### config.mk
export PLATFORM = sky130hd
export DESIGN_NAME = tensor_core_load_controller
export DESIGN_NICKNAME = d
export VERILOG_FILES = /design/src/rtl/tensor_core_load_controller.sv
export SDC_FILE = /design/constraint.sdc
export NUM_CORES = 1
export LEC_CHECK = 0
export BUFFER_PORTS_ARGS = -buffer_cell sky130_fd_sc_hd__buf_4
export CAP_MARGIN = 40
export CELL_PAD_IN_SITES_DETAIL_PLACEMENT = 0
export CELL_PAD_IN_SITES_GLOBAL_PLACEMENT = 2
export CORE_MARGIN = 2
export CORE_UTILIZATION = 38
export CTS_CLUSTER_DIAMETER = 150
export DETAILED_ROUTE_END_ITERATION = 10
export PLACE_DENSITY = 0.92
export SLEW_MARGIN = 20
export SYNTH_ARGS = -nofsm -noshare
export SYNTH_HDL_FRONTEND = slang
export SYNTH_SLANG_ARGS = --single-unit
### constraint.sdc
create_clock -name clock_in -period 3.9 [get_ports clock_in]
set_input_delay 0.39 -clock clock_in [delete_from_list [all_inputs] [get_ports clock_in]]
set_output_delay 0.39 -clock clock_in [all_outputs]
set_load 0.05 [all_outputs]
### src/rtl/tensor_core_load_controller.sv
// Load sequencer for the tensor core: fills both 3x3 operand matrices from a
// byte stream, kicks the core, waits for completion and streams matrix 0 back.
// Uses only the register file's quad-write, non-bulk-write and dual-read ports.
//
// state    | meaning
// ---------+-----------------------------------------------------------
// ST_IDLE  | waiting for start_in
// ST_LOAD  | accepting operand bytes 0..17 into the register file
// ST_START | lets the last write commit, then pulses compute_start_out
// ST_WAIT  | waiting for compute_done_in, bounded by COMPUTE_TIMEOUT
// ST_DRAIN | streaming result elements 0..8 via the dual-read port
module tensor_core_load_controller #(
  parameter int DATA_WIDTH      = 8,
  parameter int COMPUTE_TIMEOUT = 64
) (
  input  logic                      clock_in,
  input  logic                      reset_n_in,
  input  logic                      start_in,
  output logic                      busy_out,
  output logic                      done_out,
  output logic                      error_out,
  input  logic                      in_valid_in,
  output logic                      in_ready_out,
  input  logic [DATA_WIDTH-1:0]     in_data_in,
  output logic                      out_valid_out,
  input  logic                      out_ready_in,
  output logic [DATA_WIDTH-1:0]     out_data_out,
  output logic                      rf_quad_write_enable_out,
  output logic [2:0]                rf_quad_write_address_out,
  output logic [4*DATA_WIDTH-1:0]   rf_quad_write_data_out,
  output logic                      rf_non_bulk_write_enable_out,
  output logic [4:0]                rf_non_bulk_write_address_out,
  output logic [DATA_WIDTH-1:0]     rf_non_bulk_write_data_out,
  output logic [3:0]                rf_dual_read_address_out,
  input  logic [2*DATA_WIDTH-1:0]   rf_dual_read_data_in,
  output logic                      compute_start_out,
  input  logic                      compute_done_in
);

  localparam int TW = (COMPUTE_TIMEOUT > 1) ? $clog2(COMPUTE_TIMEOUT + 1) : 1;

  typedef enum logic [2:0] {ST_IDLE, ST_LOAD, ST_START, ST_WAIT, ST_DRAIN} state_t;

  state_t                  r_state, w_state_nxt;
  logic                    r_busy, r_done, r_error, r_cs;
  logic                    w_done_nxt, w_error_nxt, w_cs_nxt;
  logic [4:0]              r_ec;
  logic [3:0]              r_ri;
  logic [TW-1:0]           r_tcnt;
  logic [DATA_WIDTH-1:0]   r_buf0, r_buf1, r_buf2;
  logic                    r_qwe, r_nbwe;
  logic [2:0]              r_qaddr;
  logic [4*DATA_WIDTH-1:0] r_qdata;
  logic [4:0]              r_nbaddr;
  logic [DATA_WIDTH-1:0]   r_nbdata;
  logic                    w_in_hs, w_out_hs, w_timeout;

  assign w_in_hs   = (r_state == ST_LOAD) && in_valid_in;
  assign w_out_hs  = (r_state == ST_DRAIN) && out_ready_in;
  assign w_timeout = (COMPUTE_TIMEOUT != 0) && (r_tcnt == TW'(COMPUTE_TIMEOUT));

  // Next-state and next values of the registered status pulses.
  always_comb begin
    w_state_nxt = r_state;
    w_done_nxt  = 1'b0;
    w_error_nxt = 1'b0;
    w_cs_nxt    = 1'b0;
    case (r_state)
      ST_IDLE:  if (start_in) w_state_nxt = ST_LOAD;
      ST_LOAD:  if (w_in_hs && (r_ec == 5'd17)) w_state_nxt = ST_START;
      // First START cycle carries the element-17 write; pulse on the second.
      ST_START: begin
        w_cs_nxt = !r_cs;
        if (r_cs) w_state_nxt = ST_WAIT;
      end
      ST_WAIT: begin
        if (compute_done_in) begin
          w_state_nxt = ST_DRAIN;
        end else if (w_timeout) begin
          w_error_nxt = 1'b1;
          w_state_nxt = ST_IDLE;
        end
      end
      ST_DRAIN: begin
        if (w_out_hs && (r_ri == 4'd8)) begin
          w_done_nxt  = 1'b1;
          w_state_nxt = ST_IDLE;
        end
      end
      default:  w_state_nxt = ST_IDLE;
    endcase
  end

  // State register and registered status outputs.
  always_ff @(posedge clock_in or negedge reset_n_in) begin
    if (!reset_n_in) begin
      r_state <= ST_IDLE;
      r_busy  <= 1'b0;
      r_done  <= 1'b0;
      r_error <= 1'b0;
      r_cs    <= 1'b0;
    end else begin
      r_state <= w_state_nxt;
      r_busy  <= (w_state_nxt != ST_IDLE);
      r_done  <= w_done_nxt;
      r_error <= w_error_nxt;
      r_cs    <= w_cs_nxt;
    end
  end

  // Counters, lane buffer and register-file write port registers.
  always_ff @(posedge clock_in or negedge reset_n_in) begin
    if (!reset_n_in) begin
      r_ec     <= '0;
      r_ri     <= '0;
      r_tcnt   <= '0;
      r_buf0   <= '0;
      r_buf1   <= '0;
      r_buf2   <= '0;
      r_qwe    <= 1'b0;
      r_qaddr  <= '0;
      r_qdata  <= '0;
      r_nbwe   <= 1'b0;
      r_nbaddr <= '0;
      r_nbdata <= '0;
    end else begin
      r_qwe  <= 1'b0;
      r_nbwe <= 1'b0;
      if ((r_state == ST_IDLE) && start_in) begin
        r_ec   <= '0;
        r_ri   <= '0;
        r_tcnt <= '0;
      end
      if (w_in_hs) begin
        r_ec <= r_ec + 5'd1;
        case (r_ec[1:0])
          2'd0:    r_buf0 <= in_data_in;
          2'd1:    r_buf1 <= in_data_in;
          2'd2:    r_buf2 <= in_data_in;
          default: ;
        endcase
        // Elements 16/17 have no full quad behind them, so they go non-bulk.
        if (r_ec[4]) begin
          r_nbwe   <= 1'b1;
          r_nbaddr <= r_ec;
          r_nbdata <= in_data_in;
        end else if (r_ec[1:0] == 2'd3) begin
          r_qwe   <= 1'b1;
          r_qaddr <= r_ec[4:2];
          r_qdata <= {in_data_in, r_buf2, r_buf1, r_buf0};
        end
      end
      if (r_state == ST_WAIT) r_tcnt <= r_tcnt + TW'(1);
      if (w_out_hs) r_ri <= r_ri + 4'd1;
    end
  end

  assign busy_out                      = r_busy;
  assign done_out                      = r_done;
  assign error_out                     = r_error;
  assign compute_start_out             = r_cs;
  assign rf_quad_write_enable_out      = r_qwe;
  assign rf_quad_write_address_out     = r_qaddr;
  assign rf_quad_write_data_out        = r_qdata;
  assign rf_non_bulk_write_enable_out  = r_nbwe;
  assign rf_non_bulk_write_address_out = r_nbaddr;
  assign rf_non_bulk_write_data_out    = r_nbdata;
  assign in_ready_out                  = (r_state == ST_LOAD);
  assign out_valid_out                 = (r_state == ST_DRAIN);
  assign rf_dual_read_address_out      = (r_state == ST_DRAIN) ? {1'b0, r_ri[3:1]} : 4'd0;
  assign out_data_out                  = (r_state != ST_DRAIN) ? '0 :
                                         r_ri[0] ? rf_dual_read_data_in[2*DATA_WIDTH-1:DATA_WIDTH]
                                                 : rf_dual_read_data_in[DATA_WIDTH-1:0];

endmodule

Word level (Yosys, flattened, before mapping)
Cells that the tools add are included.
{ "op_classes": {"n_reduce_logical": 17, "bitwise": 1, "muxes": 27, "n_eq_ne": 11, "n_addsub": 3} }
{ "op_table": {"columns": ["cell", "n"], "rows": [
  ["3-bit 2-to-1 mux", 7],
  ["8-bit 2-to-1 mux", 2],
  ["3-bit one-hot mux with 5 select lines", 1],
  ["7-bit 2-to-1 mux", 2],
  ["1-bit 2-to-1 mux", 11],
  ["5-bit 2-to-1 mux", 2],
  ["4-bit 2-to-1 mux", 2],
  ["2-bit AND reduction", 4],
  ["7-bit by 1-bit adder with 7-bit output, second input constant", 1],
  ["7-bit equality test, second input constant", 1],
  ["3-bit by 2-bit equality test with 1-bit output, second input constant", 2],
  ["2-bit nonzero test", 3],
  ["5-bit by 1-bit adder with 5-bit output, second input constant", 1],
  ["5-bit equality test, second input constant", 1],
  ["1-bit logical AND", 5],
  ["4-bit by 1-bit adder with 4-bit output, second input constant", 1],
  ["2-bit equality test, second input constant", 2],
  ["4-bit equality test, second input constant", 1],
  ["3-bit by 1-bit equality test with 1-bit output, second input constant", 1],
  ["3-bit equality test, second input constant", 1],
  ["3-bit zero test", 1],
  ["3-bit inequality test, second input constant", 1],
  ["3-bit AND reduction", 1],
  ["3-bit nonzero test", 1],
  ["4 further kinds", 4]
]} }
{ "word_totals": {"word_cells": 76, "register_bits": 96, "inputBits": 30, "output_inout_bits": 68} }

Longest topological paths before layout
{ "logic_depth": {"word_depth": 6, "mapped_depth": 6, "ltp_nobuf": 5} }

Worst setup path after synthesis
No wires, ideal clock.
{ "synth_timing": {"kind": "reg2reg", "start": "register r_state[0]", "end": "register r_state[0]", "period_less_slack_ns": 2.298, "stages_incl_launch_ff": 5, "path_buffers": 1, "required_time_ns": 3.784, "path_slack_ns": 1.602, "setup_ns": 0.116, "arrival_time_ns": 2.182, "path_cell_list": "dfrtp_1 clkbuf_1 nor3b_1 o21ai_0 o311ai_0"} }
{ "synth_via": {"elab_chain_len": 5, "word_cells_on_any_way": 16, "classes_between": "4 x eq/ne; 7 x mux; 5 x reduce/logical"} }
{ "synth_lines": {"columns": ["element", "line_no", "rtl"], "rows": [
  ["from (decl)", "44", "state_t r_state, w_state_nxt;"],
  ["from (signal assigned)", "103", "r_state <= w_state_nxt;"],
  ["3-bit by 1-bit equality test with 1-bit output *", null, null],
  ["via in_ready_out", "23", "output logic in_ready_out,"],
  ["1-bit logical AND", "58", "assign w_in_hs = (r_state == ST_LOAD) && in_valid_in;"],
  ["1-bit logical AND", "70", "ST_LOAD: if (w_in_hs && (r_ec == 5'd17)) w_state_nxt = ST_START;"],
  ["3-bit 2-to-1 mux", "70", null],
  ["3-bit one-hot mux with 5 select lines *", "68", "case (r_state)"],
  ["via w_state_nxt[0]", "44", null]
]} }
Mark *: on every way through the listed nets, which the timed path passes. The rest lies on a longest branch.
A chain may end at the register's enable or synchronous reset.

Worst setup path in the final report
{ "layout_timing": {"start": "register r_state[1]", "end": "output port rf_dual_read_address_out[1]"} }
{ "layout_via": {"elab_chain_len": 2} }
{ "layout_lines": {"columns": ["element", "line_no", "rtl"], "rows": [
  ["3-bit equality test", "170", "assign rf_dual_read_address_out = (r_state == ST_DRAIN) ? {1'b0, r_ri[3:1]} : 4'd0;"],
  ["3-bit 2-to-1 mux", "170", null],
  ["to (decl)", "34", "output logic [3:0] rf_dual_read_address_out,"]
]} }
No other way between the ends.

==> results.toml <==
[layout]
drive_gt1_frac = 0.479
final_nets = 437
multi_input_area_um2 = 1620
n_antenna_cell = 0
fillers = 983
post-route-util = 0.485
seqCellArea_um2 = 2400
stdcell_count = 543
syn_to_final_growth_pct = 26.1

[critical_path]
critPathArrivalTime_ns = 1.90
r2r_cells = 3
cp_max_fo = 15
slowest_delay_ns = 0.61
r2r-end = "rf_non_bulk_write_data_out[6]"
crit_start = "r_state[1]"
endpoint_kind = "output pin"
startpoint_type = "register"
rrSetupSlack_ns = 1.70
path_cells = "nor2_1 > nand2_1 > inv_1 > and2_1 > buf_4"
slowest_stage = "dfrtp_1"
required_ns = 3.51
path_class = "register to output pin"
rr_startpoint = "r_state[1]"

[detailed_routing]
avgViaCountPerCell = 5.04
first_pass_iters = 4
drt_iter0_markers = 62
vias = 2735
drc = 0
wl_per_cell_um = 15.3
antenna_left = 0
routed_wl_um = 8290

[hold_path]
hold_end = "error_out"
hold_start = "compute_done_in"
hold_class = "input pin to register"
hold_depth = 2

[cts]
cts-root-buf = "clkbuf_8"
cts_num_sinks = 96
clockBufferDepth = 2
numCtsBuffers = 9
cts_tree = "built"
h-tree-depth = 3
cts_resized = 0
clkTransAtPathRegs_ns = 0.09
post_cts_buffers = 0
clkLatencyLatePin_ns = 0.35
ctsHoldBuffers = 1

[grt]
grt_pass1_wl_um = 13900
grt.total_usage = 0.153
grt_max_degree = 56
grt_pass1_vias = 2753
antenna_found_initial = 0
overflow = 0

[placement]
pre_cts_slack_ns = 1.67
gp_congestion = 0.767
io_buffers = 95
place_inst = 527
hpwl_um = 5910

[outcome]
status = "completed"

[timing]
period_share = 0.587
finalSetupViolCount = 0
final-hold-violation-count = 0
fin_crit_ns = 2.29
tightest_slew_ns = 0.708
skew_ns = 0.00992
rsz0062_at_grt = "false"
slew_violations = 0
slew_headroom = 0.527
clock.fmax_ghz = 0.437
setup_ws_ns = 1.61
tns_ns = 0

[die]
dieArea_um2 = 11700
die_w_um = 108
io_pins = 98
dieHeight_um = 108
start_util = 0.385
rows = 38
core_area_um2 = 10700

[synthesis]
ys_warn_count = 0
async_flop_share = 1.00
seq_area_frac_synth = 0.581
synthesis.area_um2 = 4140
synth-seq-cells = 96
synth-edff-count = 0
synth_cells = 303
avgSynthCellArea_um2 = 13.6
synth_cell_types = 44
synth.area.top_cells = "dfrtp_1, mux2_2, mux2i_1"
yosysTopAreaCell = "dfrtp_1"
ys.flop_type = "dfrtp_1"
synth_top_area_share = 0.581

[power]
p_int_mw = 2.50
p_leak_nw = 2.48
seq_power_share = 0.381
switching_share = 0.427
power_switching_mw = 1.86
share_comb_of_total_power = 0.472
peakVddDrop_mv = 0.530
p_per_area_nw_per_um2 = 836
p_clk_frac = 0.146

[run]
drv_cap = 0
==> layer usage <==
| layer | GRT usage | wire length (µm) |
|---|---|---|
| met5 | 0 | 0 |
| met4 | 0.0330 | 69 |
| met3 | 0.0416 | 475 |
| met2 | 0.244 | 3880 |
| met1 | 0.209 | 3860 |
==> sequential cells by signal, indices dropped and copies added, names as in the netlist <==
register / cells
rf_non_bulk_write_address_out: 5
busy_out: 1
r_tcnt: 7
r_buf0: 8
r_ri: 4
rf_quad_write_enable_out: 1
rf_quad_write_address_out: 2
error_out: 1
compute_start_out: 1
rf_quad_write_data_out: 32
r_ec: 5
r_buf2: 8
r_state: 3
done_out: 1
rf_non_bulk_write_enable_out: 1
r_buf1: 8
rf_non_bulk_write_data_out: 8
==> stage by stage <==
step                cell area (µm²)  power (mW)  hold WS, ns
floorplan                      4140        3.12       0.0944
global placement               4950        3.70        0.459
detailed placement             5010        3.77        0.308
CTS                            5220        4.42        0.215
global route                   5220        4.61        0.221
finish                         5220        4.36        0.238
==> cell families after synthesis <==
logic type | count (synthesis) | synth area share
flops | 96 | 0.581
mux | 88 | 0.235
simple gates | 61 | 0.0850
buf+inv | 25 | 0.0281
compound gates | 21 | 0.0390
fa+ha+maj | 8 | 0.0242
xor+xnor | 3 | 0.00636
other cells | 1 | 0.000907
==> power groups by stage <==
stage	sequential [mW]	combinational, mW	clock (mW)
global placement	1.67	2.03	0
floorplan	2.42	0.700	0
CTS	1.67	2.08	0.665
finish	1.66	2.06	0.638
detailed placement	1.69	2.08	0
global route	1.72	2.18	0.712
==> cell usage in the layout (no fill, tap or decap), drive strengths merged, types with 3 or more instances in the layout <==
cell | netlist | final
o311ai | 4 | 4
nand3 | 12 | 12
ha | 8 | 8
nand2b | 3 | 3
nand3b | 3 | 3
mux2 | 74 | 74
nand2 | 11 | 11
buf | 11 | 99
clkbuf | 5 | 10
inv | 9 | 10
o21ai | 5 | 5
a22o | 4 | 4
nor2 | 14 | 14
dfrtp | 96 | 96
mux2i | 14 | 14
==> synthesized netlist by cell type, drive strengths merged (4+ instances only) <==
cell	count
dfrtp	96
a22o	4
mux2i	14
nand2	11
inv	9
mux2	74
clkbuf	5
nand3	12
buf	11
o311ai	4
nor2	14
ha	8
o21ai	5
==> how the worst max path moves through the flow <==
stage | cells past startpoint | slack [ns] | end
4_1_cts | 5 | 1.60 | rf_dual_read_address_out[1]
5_1_grt | 5 | 1.42 | rf_dual_read_address_out[2]
2_1_floorplan | 4 | 1.60 | r_state[0]
3_5_place_dp | 3 | 1.67 | rf_non_bulk_write_data_out[6]
3_3_place_gp | 3 | 1.39 | rf_quad_write_data_out[13]
6_report | 5 | 1.61 | rf_dual_read_address_out[1]
==> critical path, delay by kind of cell (launching register included) <==
| family | cells | cell delay (ns) |
|---|---|---|
| flip-flops | 1 | 0.61 |
| buffers and inverters | 2 | 0.36 |
| AND/OR/NAND/NOR | 3 | 0.57 |
==> cell type report <==
| cell class | count | area share |
|---|---|---|
| inverters | 9 | 0.00648 |
| well taps | 140 | 0.0336 |
| repair buffers | 100 | 0.151 |
| clock buffers | 10 | 0.0264 |
| multi-input cells | 183 | 0.311 |
| clock inverters | 5 | 0.0108 |
| flip-flops and latches | 96 | 0.461 |
Note: power is estimated with default switching activity, not from simulation.
